==> src/rtl/ct_ifu_spsram_512x44_ctrl_if.sv <==
// Requester-side bundle: fetch read port and update write port of the IFU SRAM controller.
interface ct_ifu_spsram_512x44_ctrl_if #(
  parameter int unsigned ADDR_WIDTH = 9,
  parameter int unsigned DATA_WIDTH = 44
);
  logic                  rd_req;
  logic [ADDR_WIDTH-1:0] rd_addr;
  logic                  rd_gnt;
  logic                  rd_vld;
  logic [DATA_WIDTH-1:0] rd_data;
  logic                  wr_req;
  logic [ADDR_WIDTH-1:0] wr_addr;
  logic [DATA_WIDTH-1:0] wr_data;
  logic [DATA_WIDTH-1:0] wr_mask;
  logic                  wr_rdy;

  modport master (
    output rd_req, rd_addr, wr_req, wr_addr, wr_data, wr_mask,
    input  rd_gnt, rd_vld, rd_data, wr_rdy
  );

  modport slave (
    input  rd_req, rd_addr, wr_req, wr_addr, wr_data, wr_mask,
    output rd_gnt, rd_vld, rd_data, wr_rdy
  );
endinterface

==> src/rtl/ct_ifu_spsram_512x44_ctrl.sv <==
// Single-port SRAM access controller: init/invalidate sweep, 1-entry write buffer,
// read/write arbitration with RAW ordering and a bounded read-starvation window.
module ct_ifu_spsram_512x44_ctrl #(
  parameter int unsigned           ADDR_WIDTH   = 9,
  parameter int unsigned           DATA_WIDTH   = 44,
  parameter int unsigned           STARVE_LIMIT = 4,
  parameter logic [DATA_WIDTH-1:0] INIT_DATA    = '0
) (
  input  logic                          forever_cpuclk,
  input  logic                          cpurst,
  input  logic                          inv_req,
  output logic                          init_busy,
  ct_ifu_spsram_512x44_ctrl_if.slave    bus,
  output logic                          sram_cen,
  output logic                          sram_gwen,
  output logic [DATA_WIDTH-1:0]         sram_wen,
  output logic [ADDR_WIDTH-1:0]         sram_a,
  output logic [DATA_WIDTH-1:0]         sram_d,
  input  logic [DATA_WIDTH-1:0]         sram_q
);

  localparam int unsigned           CNT_WIDTH  = 4;
  localparam logic [ADDR_WIDTH-1:0] LAST_ADDR  = '1;
  localparam logic [CNT_WIDTH-1:0]  STARVE_MAX = CNT_WIDTH'(STARVE_LIMIT);

  typedef enum logic {
    ST_INIT = 1'b0,
    ST_RUN  = 1'b1
  } state_t;

  state_t                state_q, state_d;
  logic [ADDR_WIDTH-1:0] init_cnt_q, init_cnt_d;
  logic                  wbuf_vld_q, wbuf_vld_d;
  logic [ADDR_WIDTH-1:0] wbuf_addr_q;
  logic [DATA_WIDTH-1:0] wbuf_data_q;
  logic [DATA_WIDTH-1:0] wbuf_mask_q;
  logic [CNT_WIDTH-1:0]  starve_cnt_q, starve_cnt_d;
  logic                  inv_pend_q, inv_pend_d;
  logic                  rd_vld_q;
  logic                  wr_issue;
  logic                  rd_issue;
  logic                  wr_accept;

  // Next-state, port arbitration and SRAM pin drive
  always_comb begin
    state_d      = state_q;
    init_cnt_d   = init_cnt_q;
    wbuf_vld_d   = wbuf_vld_q;
    starve_cnt_d = starve_cnt_q;
    inv_pend_d   = inv_pend_q;
    wr_issue     = 1'b0;
    rd_issue     = 1'b0;
    wr_accept    = 1'b0;
    bus.rd_gnt   = 1'b0;
    bus.wr_rdy   = 1'b0;
    sram_cen     = 1'b1;
    sram_gwen    = 1'b1;
    sram_wen     = '1;
    sram_a       = '0;
    sram_d       = '0;

    case (state_q)
      ST_INIT: begin
        sram_cen   = 1'b0;
        sram_gwen  = 1'b0;
        sram_wen   = '0;
        sram_a     = init_cnt_q;
        sram_d     = INIT_DATA;
        init_cnt_d = init_cnt_q + ADDR_WIDTH'(1);
        if (init_cnt_q == LAST_ADDR) begin
          state_d = ST_RUN;
        end
      end

      ST_RUN: begin
        // Buffered write wins when reads are absent, starving, or hitting its address
        wr_issue   = wbuf_vld_q && (!bus.rd_req || (starve_cnt_q == STARVE_MAX) ||
                                    (bus.rd_addr == wbuf_addr_q));
        rd_issue   = !wr_issue && bus.rd_req;
        bus.rd_gnt = rd_issue;
        bus.wr_rdy = !inv_pend_q && (!wbuf_vld_q || wr_issue);
        wr_accept  = bus.wr_req && bus.wr_rdy;

        if (wr_issue) begin
          sram_cen     = 1'b0;
          sram_gwen    = 1'b0;
          sram_wen     = ~wbuf_mask_q;
          sram_a       = wbuf_addr_q;
          sram_d       = wbuf_data_q;
          starve_cnt_d = '0;
        end else if (rd_issue) begin
          sram_cen = 1'b0;
          sram_a   = bus.rd_addr;
          if (wbuf_vld_q) begin
            starve_cnt_d = starve_cnt_q + CNT_WIDTH'(1);
          end
        end

        if (wr_accept) begin
          wbuf_vld_d = 1'b1;
        end else if (wr_issue) begin
          wbuf_vld_d = 1'b0;
        end

        // Invalidate waits for the write buffer to drain before restarting the sweep
        if (inv_pend_q && (!wbuf_vld_q || wr_issue)) begin
          state_d    = ST_INIT;
          init_cnt_d = '0;
          inv_pend_d = 1'b0;
        end else if (inv_req) begin
          inv_pend_d = 1'b1;
        end
      end

      default: begin
        state_d = ST_INIT;
      end
    endcase
  end

  // Control state registers
  always_ff @(posedge forever_cpuclk) begin
    if (cpurst) begin
      state_q      <= ST_INIT;
      init_cnt_q   <= '0;
      wbuf_vld_q   <= 1'b0;
      starve_cnt_q <= '0;
      inv_pend_q   <= 1'b0;
      rd_vld_q     <= 1'b0;
    end else begin
      state_q      <= state_d;
      init_cnt_q   <= init_cnt_d;
      wbuf_vld_q   <= wbuf_vld_d;
      starve_cnt_q <= starve_cnt_d;
      inv_pend_q   <= inv_pend_d;
      rd_vld_q     <= rd_issue;
    end
  end

  // Write buffer payload; only meaningful while wbuf_vld_q is set
  always_ff @(posedge forever_cpuclk) begin
    if (wr_accept) begin
      wbuf_addr_q <= bus.wr_addr;
      wbuf_data_q <= bus.wr_data;
      wbuf_mask_q <= bus.wr_mask;
    end
  end

  assign init_busy   = (state_q == ST_INIT) || inv_pend_q;
  assign bus.rd_vld  = rd_vld_q;
  assign bus.rd_data = sram_q;

endmodule

==> src/flat_wrapper.sv <==
// flat-port wrapper written by rule: the top's interface ports become plain ports
module ct_ifu_spsram_512x44_ctrl_flat 
#(
  parameter int unsigned           ADDR_WIDTH   = 9,
  parameter int unsigned           DATA_WIDTH   = 44,
  parameter int unsigned           STARVE_LIMIT = 4,
  parameter logic [DATA_WIDTH-1:0] INIT_DATA    = '0
)
  (forever_cpuclk, cpurst, inv_req, init_busy, sram_cen, sram_gwen, sram_wen, sram_a, sram_d, sram_q, bus_rd_req, bus_rd_addr, bus_wr_req, bus_wr_addr, bus_wr_data, bus_wr_mask, bus_rd_gnt, bus_rd_vld, bus_rd_data, bus_wr_rdy);
  ct_ifu_spsram_512x44_ctrl_if #(.ADDR_WIDTH(ADDR_WIDTH), .DATA_WIDTH(DATA_WIDTH)) bus_i ();
  input  logic forever_cpuclk;
  input  logic cpurst;
  input  logic inv_req;
  output logic init_busy;
  output logic sram_cen;
  output logic sram_gwen;
  output logic [DATA_WIDTH-1:0] sram_wen;
  output logic [ADDR_WIDTH-1:0] sram_a;
  output logic [DATA_WIDTH-1:0] sram_d;
  input  logic [DATA_WIDTH-1:0] sram_q;
  input wire logic [$bits(bus_i.rd_req)-1:0] bus_rd_req;
  input wire logic [$bits(bus_i.rd_addr)-1:0] bus_rd_addr;
  input wire logic [$bits(bus_i.wr_req)-1:0] bus_wr_req;
  input wire logic [$bits(bus_i.wr_addr)-1:0] bus_wr_addr;
  input wire logic [$bits(bus_i.wr_data)-1:0] bus_wr_data;
  input wire logic [$bits(bus_i.wr_mask)-1:0] bus_wr_mask;
  output wire logic [$bits(bus_i.rd_gnt)-1:0] bus_rd_gnt;
  output wire logic [$bits(bus_i.rd_vld)-1:0] bus_rd_vld;
  output wire logic [$bits(bus_i.rd_data)-1:0] bus_rd_data;
  output wire logic [$bits(bus_i.wr_rdy)-1:0] bus_wr_rdy;
  assign bus_i.rd_req = bus_rd_req;
  assign bus_i.rd_addr = bus_rd_addr;
  assign bus_i.wr_req = bus_wr_req;
  assign bus_i.wr_addr = bus_wr_addr;
  assign bus_i.wr_data = bus_wr_data;
  assign bus_i.wr_mask = bus_wr_mask;
  assign bus_rd_gnt = bus_i.rd_gnt;
  assign bus_rd_vld = bus_i.rd_vld;
  assign bus_rd_data = bus_i.rd_data;
  assign bus_wr_rdy = bus_i.wr_rdy;
  ct_ifu_spsram_512x44_ctrl #(.ADDR_WIDTH(ADDR_WIDTH), .DATA_WIDTH(DATA_WIDTH), .STARVE_LIMIT(STARVE_LIMIT), .INIT_DATA(INIT_DATA)) u_core (.forever_cpuclk(forever_cpuclk), .cpurst(cpurst), .inv_req(inv_req), .init_busy(init_busy), .bus(bus_i), .sram_cen(sram_cen), .sram_gwen(sram_gwen), .sram_wen(sram_wen), .sram_a(sram_a), .sram_d(sram_d), .sram_q(sram_q));
endmodule
==> config.mk <==
export PLATFORM = sky130hd
export DESIGN_NAME = ct_ifu_spsram_512x44_ctrl_flat
export DESIGN_NICKNAME = d
export VERILOG_FILES = /design/src/rtl/ct_ifu_spsram_512x44_ctrl_if.sv /design/src/rtl/ct_ifu_spsram_512x44_ctrl.sv /design/src/flat_wrapper.sv
export SDC_FILE = /design/constraint.sdc
export NUM_CORES = 1
export LEC_CHECK = 0
export BUFFER_PORTS_ARGS = -buffer_cell sky130_fd_sc_hd__buf_2
export CAP_MARGIN = 0
export CORE_MARGIN = 8
export CORE_UTILIZATION = 35
export CTS_CLUSTER_DIAMETER = 200
export DETAILED_ROUTE_END_ITERATION = 7
export PLACE_DENSITY_LB_ADDON = 0.25
export SLEW_MARGIN = 20
export SYNTH_ARGS = -nofsm -noshare
export SYNTH_HDL_FRONTEND = slang
export SYNTH_SLANG_ARGS = --single-unit
export TNS_END_PERCENT = 30
==> constraint.sdc <==
create_clock -name forever_cpuclk -period 8.15 [get_ports forever_cpuclk]
set_input_delay 0.4075 -clock forever_cpuclk [delete_from_list [all_inputs] [get_ports forever_cpuclk]]
set_output_delay 0.4075 -clock forever_cpuclk [all_outputs]
set_load 0.01 [all_outputs]
==> results of run 1 <==
metrics by stage:
| stage | total power, mW | area (um^2) | std cells |
|---|---|---|---|
| 2_1_floorplan | 0.680 | 5000 | 389 |
| 3_3_place_gp | 0.688 | 5870 | 718 |
| 3_5_place_dp | 0.689 | 5870 | 718 |
| 4_1_cts | 1.44 | 6470 | 748 |
| 5_1_grt | 1.47 | 6480 | 749 |
| 6_report | 1.43 | 6480 | 749 |
area by class of cell:
class,count,area (um^2),share of cell area [%]
flip-flops and latches,114,3250,50.2
clock buffers,17,425,6.56
multi-input cells,202,1300,20.0
diodes,1,2.50,0.0386
inverters,7,27.5,0.425
well taps,180,225,3.47
clock inverters,13,169,2.61
repair buffers,215,1080,16.7
power breakdown:
part           switching, mW  internal, mW
clock network          0.247         0.502
registers            0.00135         0.634
logic                 0.0186        0.0239
worst register-to-register path, delay by kind of cell (launching register included):
kind	cells	cell delay, ns
DFF	1	0.84
and+or+nand+nor	3	0.84
buffers and inverters	3	2.05
sequential cells by signal, summed over array words and instances, names as in the netlist:
register,cells
u_core.wbuf_addr_q,9
u_core.inv_pend_q,1
u_core.bus.rd_vld,1
u_core.state_q,1
u_core.wbuf_mask_q,44
u_core.wbuf_vld_q,1
u_core.starve_cnt_q,4
u_core.init_cnt_q,9
u_core.wbuf_data_q,44
synth_stat cells (4+ instances only):
cell	count	area share, %
nor2_1	11	0.83
buf_2	5	0.50
and2_1	45	5.6
ha_1	4	1.0
nor2b_1	7	0.88
a311oi_1	4	0.70
edfxtp_1	97	58
a221o_1	6	1.2
dfxtp_1	17	6.8
inv_1	6	0.45
buf_4	45	6.8
a21oi_1	60	6.0
o21ai_0	5	0.50
nand2_1	13	0.98
clkbuf_1	10	0.75
clkbuf_2	4	0.40
nand3_1	4	0.40
xor2_1	9	1.6
cell families (layout without fill, tap and decap cells):
kind of cell | count (synthesis) | in the layout
xor+xnor | 9 | 9
other cells | 0 | 1
buf+inv | 73 | 252
flops | 114 | 114
fa+ha+maj | 4 | 4
simple gates | 101 | 101
compound gates | 88 | 88
per-layer routing:
| metal | global-route usage [%] | vias to the layer above | wire length [um] |
|---|---|---|---|
| met3 | 8.64 | 56 | 1490 |
| met4 | 9.99 | 8 | 578 |
| met1 | 14.7 | 1658 | 4990 |
| met2 | 25.4 | 180 | 7040 |
| met5 | 0 | - | 56 |
| li1 | - | 1695 | - |
how the worst max path moves through the flow:
stage                                  end                   from
finish               u_core.wbuf_mask_q[4]         u_core.state_q
global route         u_core.wbuf_mask_q[8]         u_core.state_q
CTS                 u_core.wbuf_mask_q[16]         u_core.state_q
detailed placement  u_core.wbuf_mask_q[11]         u_core.state_q
global placement     u_core.wbuf_mask_q[1]         u_core.state_q
floorplan            u_core.wbuf_addr_q[0]  u_core.wbuf_addr_q[5]
==> results.cfg, run 1 <==
[critical_path]
critPathSlowestCell = clkinv_2
cp.depth = 6
reg2reg_slack_ns = 4.01
critPathBufInv = 3
cp-end-kind = register
required_ns = 8.18
cp.arrival_ns = 4.17
crit_fanout = 62
r2r-start = u_core.state_q
slowest_delay_ns = 0.90
worstReg2RegEnd = u_core.wbuf_mask_q[4]
reg2regPathDepth = 6
path_cells = clkinv_2, nor2_1, nand2_1, nor2_4, buf_4, buf_4
crit_family = buffers and inverters
worst_setup_path_start_kind = register
cp_common_cell = buf_4
worstSetupPathType = reg -> reg

[cts]
cts_tree = built
cts-root-buf = clkbuf_16
clkLatencyLatePin_ns = 0.40
clock_sinks = 114
clockBufferDepth = 2
clk_pin_slew_ns = 0.05
htreeDepth = 4
postCtsHoldBufs = 0
post_cts_buffers = 0
cts_resized = 0
cts-buffers-inserted = 17

[routing]
vias_per_cell = 4.80
wirelength_um = 14100
drtIter0Drc = 138
drc_errors = 0
antenna_left = 0
num_vias = 3597
detail_route.first_pass.iterations = 4
wl_per_cell_um = 18.9

[synth]
synth_compound_area_share_pct = 11.0
synthSimpleGateAreaFrac_pct = 12.0
synthFlopType = edfxtp_1
yosys.area_share.adder_pct = 1.00
ys_seq_elements = 114
synthArstFlopShare_pct = 0
syn_nets = 548
synth-xor-area-share_pct = 1.58
seq_area_frac_synth_pct = 65.0
netlist_area_mm2 = 0.00500
synth_mux_area_share_pct = 0
ys_types = 39
synth_top_family_by_area = simple AND/OR/NAND/NOR gates
ys.warnings.count = 0
syn_inst = 389
synth_area_per_cell_um2 = 12.9
synth_edf_count = 97

[floorplan]
num_rows = 43
die-area_mm2 = 0.0184
die_y_um = 136
fp.dieW_um = 136
start_util_pct = 35.9
ios = 302
core_mm2 = 0.0139

[sta]
setup_viol = 0
skew_ns = 0.00904
hold_viol = 0
fmax_mhz = 242
slew_violations = 0
slew_headroom_pct = 42.9
whs_ns = 0.176
min_period_ns = 4.14
period_share_pct = 50.8
setup-tns-final_ns = 0
worst_pin_slew_ns = 0.855
setup_ws_ns = 4.01
rsz0062_at_grt = no

[hold_path]
hold_path_class = in -> reg
worstHoldPathCells = 1
hold_end = u_core.wbuf_data_q[17]
worstHoldStart = bus_wr_data[17]

[flow_run]
drv_cap = 0

[global_route]
grt_max_degree = 63
antenna_found_initial = 5
grt_first_pass_wirelength_um = 21400
grt-ovfl-total = 0
grt_usage_pct = 15.5
grt_pass1_vias = 4025

[status]
status = finished, final reports clean

[cells_and_area]
n_fill_cell = 1296
final_cell_mix = 213 x buf_2, 97 x edfxtp_1, 60 x a21oi_1
area_growth_pct = 29.6
drive_above_1_share_pct = 43.8
finish.utilization_pct = 46.5
nets = 716
final_common_cell = buf_2

[place]
placement.setup.worst_slack_ns = 4.34
gp_congestion = 0.782
port_buffers = 213
dpl.hpwl_um = 10600

[power_and_ir_drop]
max-vdd-ir-drop_mv = 0.132
cellPowerDensity_mw_per_mm2 = 220
p_leak_nw = 2.84
Note: power is estimated with default switching activity, not from simulation.
==> run 2: changes to the inputs <==
==> constraint.sdc (replaced) <==
create_clock -name forever_cpuclk -period 3.4 [get_ports forever_cpuclk]
set_input_delay 0.17 -clock forever_cpuclk [delete_from_list [all_inputs] [get_ports forever_cpuclk]]
set_output_delay 0.17 -clock forever_cpuclk [all_outputs]
set_load 0.01 [all_outputs]
==> results.cfg, run 2 (same netlist as run 1, synthesis figures left out) <==
[status]
status = finished, final reports clean

[cts]
clockBufferDepth = 2
cts-buffers-inserted = 17
cts_resized = 0
clk_pin_slew_ns = 0.06
htreeDepth = 4
cts_tree = built
clkLatencyLatePin_ns = 0.41
clock_sinks = 114
post_cts_buffers = 0
cts-root-buf = clkbuf_16
postCtsHoldBufs = 97

[sta]
rsz0062_at_grt = no
min_period_ns = 2.91
setup-tns-final_ns = 0
whs_ns = 0.0848
hold_viol = 0
period_share_pct = 85.7
setup_ws_ns = 0.486
skew_ns = 0.0127
slew_violations = 0
worst_pin_slew_ns = 0.631
fmax_mhz = 343
slew_headroom_pct = 57.9
setup_viol = 0

[routing]
vias_per_cell = 4.75
num_vias = 4045
detail_route.first_pass.iterations = 5
drtIter0Drc = 250
drc_errors = 0
antenna_left = 0
wl_per_cell_um = 18.6
wirelength_um = 15900

[place]
gp_congestion = 0.756
placement.setup.worst_slack_ns = 0.940
port_buffers = 213
dpl.hpwl_um = 11000
placed_area_mm2 = 0.00594

[critical_path]
worst_setup_path_start_kind = register
worstSetupPathType = reg -> out
path_cells = inv_1, ha_1, nand2_1, o21ai_0, a32o_2, buf_4, a21oi_1, buf_2
crit_fanout = 37
cp-end-kind = output port
required_ns = 3.23
cp.arrival_ns = 2.74
slowest_delay_ns = 0.48
critPathSlowestCell = a32o_2

[power_and_ir_drop]
max-vdd-ir-drop_mv = 0.399
p_leak_nw = 3.29
cellPowerDensity_mw_per_mm2 = 476

[hold_path]
hold_path_class = in -> reg

[cells_and_area]
finish.utilization_pct = 54.0
n_fill_cell = 1166
drive_above_1_share_pct = 38.1
final_cell_mix = 213 x buf_2, 97 x dlygate4sd3_1, 97 x edfxtp_1
nets = 818
final_common_cell = buf_2
num_antenna_cells = 0
largest_registers = u_core.wbuf_data_q (44), u_core.wbuf_mask_q (44)
area_growth_pct = 50.5
fin_area_mm2 = 0.00753

[global_route]
grt-ovfl-total = 0
grt_busiest_layer = met2
antenna_found_initial = 0
grt_first_pass_wirelength_um = 23800
grt_max_degree = 62
met3_usage_pct = 8.01
grt_usage_pct = 17.1
gr-usage-met1_pct = 16.3
grt_use_met2_pct = 29.0
grt_pass1_vias = 4429

[floorplan]
core_mm2 = 0.0139
num_rows = 43
ios = 302
die_y_um = 136
fp.dieW_um = 136
start_util_pct = 35.9
die-area_mm2 = 0.0184

[flow_run]
drv_cap = 0
## run 2: cell types whose count changed in the layout (fill, tap and decap cells not counted), moves of 2 or more
cell / previous run / this run
dlygate4sd3_1: 0 / 97
buf_4: 2 / 5
clkbuf_1: 0 / 3
clkinv_1: 4 / 1
clkinv_2: 3 / 0
buf_12: 0 / 2
inv_6: 0 / 2
## run 2: final cells by class
cell class,count,area [um^2],share of cell area (%)
Multi-Input combinational cell,202,1290,17.1
Timing Repair Buffer,317,2110,28.1
Clock buffer,20,437,5.80
Tap cell,180,225,2.99
Clock inverter,12,181,2.41
Inverter,7,26.3,0.349
Sequential cell,114,3250,43.2
## run 2: critical path: cells and delay by family (launching register included)
| kind | cells | cell delay (ns) |
|---|---|---|
| compound gates | 3 | 1.10 |
| fa+ha+maj | 1 | 0.15 |
| buf+inv | 3 | 0.69 |
| flops | 1 | 0.34 |
| simple gates | 1 | 0.05 |
## run 2: routing by layer
layer | up-vias | wire (um)
met2 | 195 | 8090
li1 | 1900 | -
met4 | 0 | 782
met1 | 1890 | 5420
met5 | - | 0
met3 | 60 | 1580
## run 2: path summary, 6_finish.rpt
kind / from / to / slack (ns) / cells past startpoint
max: u_core.starve_cnt_q[0] / sram_wen[19] / 0.49 / 8
min: bus_wr_req / u_core.wbuf_vld_q / 0.08 / 3
max reg2reg: u_core.starve_cnt_q[0] / u_core.wbuf_data_q[13] / 0.90 / 8
min reg2reg: u_core.inv_pend_q / u_core.inv_pend_q / 0.49 / 1
## run 2: power breakdown
group | switching, mW | internal, mW
sequential | 0.00391 | 1.52
clock | 0.635 | 1.23
combinational | 0.0619 | 0.130
total | 0.701 | 2.88
## run 2: stage by stage
step | power, mW | std cells
floorplan | 1.63 | 389
global placement | 1.65 | 723
detailed placement | 1.65 | 723
CTS | 3.61 | 852
global route | 3.68 | 852
finish | 3.58 | 852
==> run 3: changes to the inputs <==
--- a/config.mk
+++ b/config.mk
@@ -5,6 +5,7 @@
 export SDC_FILE = /design/constraint.sdc
 export NUM_CORES = 1
 export LEC_CHECK = 0
+export ABC_AREA = 1
 export BUFFER_PORTS_ARGS = -buffer_cell sky130_fd_sc_hd__buf_2
 export CAP_MARGIN = 0
 export CORE_MARGIN = 8
==> constraint.sdc (replaced) <==
create_clock -name forever_cpuclk -period 2.7 [get_ports forever_cpuclk]
set_input_delay 0.135 -clock forever_cpuclk [delete_from_list [all_inputs] [get_ports forever_cpuclk]]
set_output_delay 0.135 -clock forever_cpuclk [all_outputs]
set_load 0.01 [all_outputs]
==> results.cfg, run 3 <==
[status]
status = finished, final reports clean

[routing]
vias_per_cell = 4.46
drtIter0Drc = 202
num_vias = 4272
dr_wl_met3_um = 1320
detail_route.first_pass.iterations = 4
met2WireLength_um = 8190
topRoutingLayerUsed = met4
wl_per_cell_um = 16.4
antenna_left = 0
wl_met1_um = 5540
drc_errors = 0
wirelength_um = 15700

[critical_path]
cp.arrival_ns = 2.36
r2r-start = u_core.wbuf_addr_q[4]
reg2regPathDepth = 8
worst_setup_path_start_kind = register
startpoint = u_core.wbuf_addr_q[4]
reg2reg_slack_ns = 0.50
worstSetupPathType = reg -> out
critPathCapture = sram_wen[10]
worstReg2RegEnd = u_core.wbuf_data_q[9]
required_ns = 2.57
cp-end-kind = output port
crit_fanout = 47

[synth]
synthSimpleGateAreaFrac_pct = 12.0
synthArstFlopShare_pct = 0
synth_area_per_cell_um2 = 10.7
synth_compound_area_share_pct = 8.82
synth_area_leaders = edfxtp_1 56%, dfxtp_1 6.5%, buf_4 6.3%, inv_1 5.8%, nor2_1 4.0%
synth_edf_count = 97
synth.largest_area_cell = edfxtp_1
synth_most_common_cell = edfxtp_1
ys_types = 30
syn_inst = 488
ys.warnings.count = 0
netlist.area_leader.share_pct = 55.8
seq_area_frac_synth_pct = 62.3
synthFlopType = edfxtp_1
yosys.area_share.adder_pct = 0.958
netlist_area_mm2 = 0.00522
syn_nets = 647
ys_seq_elements = 114
synth-xor-area-share_pct = 1.17
synth_top_family_by_area = buffers and inverters
netlist_top_cells_count = 97 x edfxtp_1, 81 x inv_1, 56 x nor2_1
synth_mux_area_share_pct = 0

[sta]
setup_viol = 0
whs_ns = 0.0355
fmax_mhz = 401
min_period_ns = 2.49
setup-tns-final_ns = 0
setup_ws_ns = 0.206
hold_viol = 0
slew_violations = 0
worst_pin_slew_ns = 0.716
rsz0062_at_grt = no
slew_headroom_pct = 52.3
skew_ns = 0.0150
period_share_pct = 92.4

[cts]
htreeDepth = 4
cts-root-buf = clkbuf_16
clk_pin_slew_ns = 0.05
cts-buffers-inserted = 17
cts_tree = built
clock_sinks = 114
clockBufferDepth = 2
post_cts_buffers = 0
clkLatencyLatePin_ns = 0.41

[cells_and_area]
multiInputGateArea_mm2 = 0.00122
regArea_mm2 = 0.00326
n_fill_cell = 1332
num_antenna_cells = 0
fin_area_mm2 = 0.00768
final_cell_mix = 213 x buf_2, 98 x dlygate4sd3_1, 97 x edfxtp_1
finish.utilization_pct = 52.9
drive_above_1_share_pct = 36.6
largest_registers = u_core.wbuf_data_q (44), u_core.wbuf_mask_q (44)
nets = 919
final_common_cell = buf_2
area_growth_pct = 47.1

[global_route]
grt_max_degree = 60
grt_pass1_vias = 4614
grt_usage_pct = 16.1
antenna_found_initial = 0
grt-ovfl-total = 0
grt_first_pass_wirelength_um = 24500

[floorplan]
start_util_pct = 35.9
die_y_um = 138
die-area_mm2 = 0.0191
core_mm2 = 0.0145
num_rows = 44
fp.dieW_um = 138
ios = 302

[power_and_ir_drop]
p_leak_nw = 3.63
cellPowerDensity_mw_per_mm2 = 552
max-vdd-ir-drop_mv = 0.490

[place]
port_buffers = 213
placed_area_mm2 = 0.00613
dpl.hpwl_um = 11100
gp_congestion = 0.763
placement.setup.worst_slack_ns = 0.493

[hold_path]
hold_path_class = in -> reg

[flow_run]
drv_cap = 0
==> run 3: cell types whose count changed after synthesis, moves of 7 or more <==
cell | before | now
o21ai_2 | 0 | 21
nand2_1 | 13 | 55
inv_1 | 6 | 81
nor2b_1 | 7 | 0
nor2_1 | 11 | 56
o21ai_1 | 0 | 10
o21ai_0 | 5 | 27
a21oi_1 | 60 | 15
and2_1 | 45 | 0
nand4_1 | 2 | 9
==> run 3: layer usage <==
layer  up-vias  GRT usage [%]
li1       2099              -
met4         0           9.10
met3        58           7.09
met2       159           28.2
met1      1956           15.5
met5         -              0
==> run 3: cells by family (layout without fill, tap and decap cells) <==
| family | Yosys count | after routing |
|---|---|---|
| AOI/OAI and AO/OA | 75 | 75 |
| xor gates and xnor gates | 7 | 7 |
| adders and majority gates | 4 | 4 |
| buffers and inverters | 145 | 430 |
| DFF | 114 | 114 |
| and+or+nand+nor | 143 | 143 |
==> run 3: area by class of cell <==
| type | count | share of cell area [%] |
|---|---|---|
| clock buffers | 19 | 5.64 |
| clock inverters | 13 | 1.55 |
| inverters | 82 | 4.06 |
| multi-input cells | 229 | 15.9 |
| flip-flops and latches | 114 | 42.4 |
| well taps | 184 | 3.00 |
| repair buffers | 316 | 27.5 |
==> run 3: per-stage QoR <==
stage / power, mW / instances
final: 4.24 / 957
after global routing: 4.38 / 957
after CTS: 4.29 / 957
after detailed placement: 2.08 / 827
after global placement: 2.08 / 827
after floorplan: 2.05 / 488
==> run 3: worst min path at each step <==
stage                           from                 to  slack [ns]  cells past startpoint
after floorplan               cpurst  u_core.inv_pend_q        0.20                      1
after global placement    sram_q[16]    bus_rd_data[16]        0.27                      0
after detailed placement  sram_q[16]    bus_rd_data[16]        0.27                      0
after CTS                 bus_wr_req  u_core.wbuf_vld_q        0.02                      3
after global routing      bus_wr_req  u_core.wbuf_vld_q        0.03                      3
final                     bus_wr_req  u_core.wbuf_vld_q        0.04                      3
==> run 3: power breakdown <==
group          switching, mW  internal, mW
combinational         0.0769         0.162
sequential           0.00561          1.91
clock                  0.751          1.33
==> run 3: repair_timing <==
action	4_1_cts	5_1_grt
resized for setup	0	2
endpoints found under the hold margin	98	0
setup endpoints to repair	0	22
hold buffers	98	0
==> run 3: critical path: stages (launching register included) <==
cell and delay [ns]:
edfxtp_1 0.41, xnor2_1 0.18, nand2_1 0.06, nor2_1 0.16
nand3_2 0.15, nand2_4 0.14, nand2_4 0.13, nand2_8 0.30
o21ai_0 0.18, buf_2 0.20
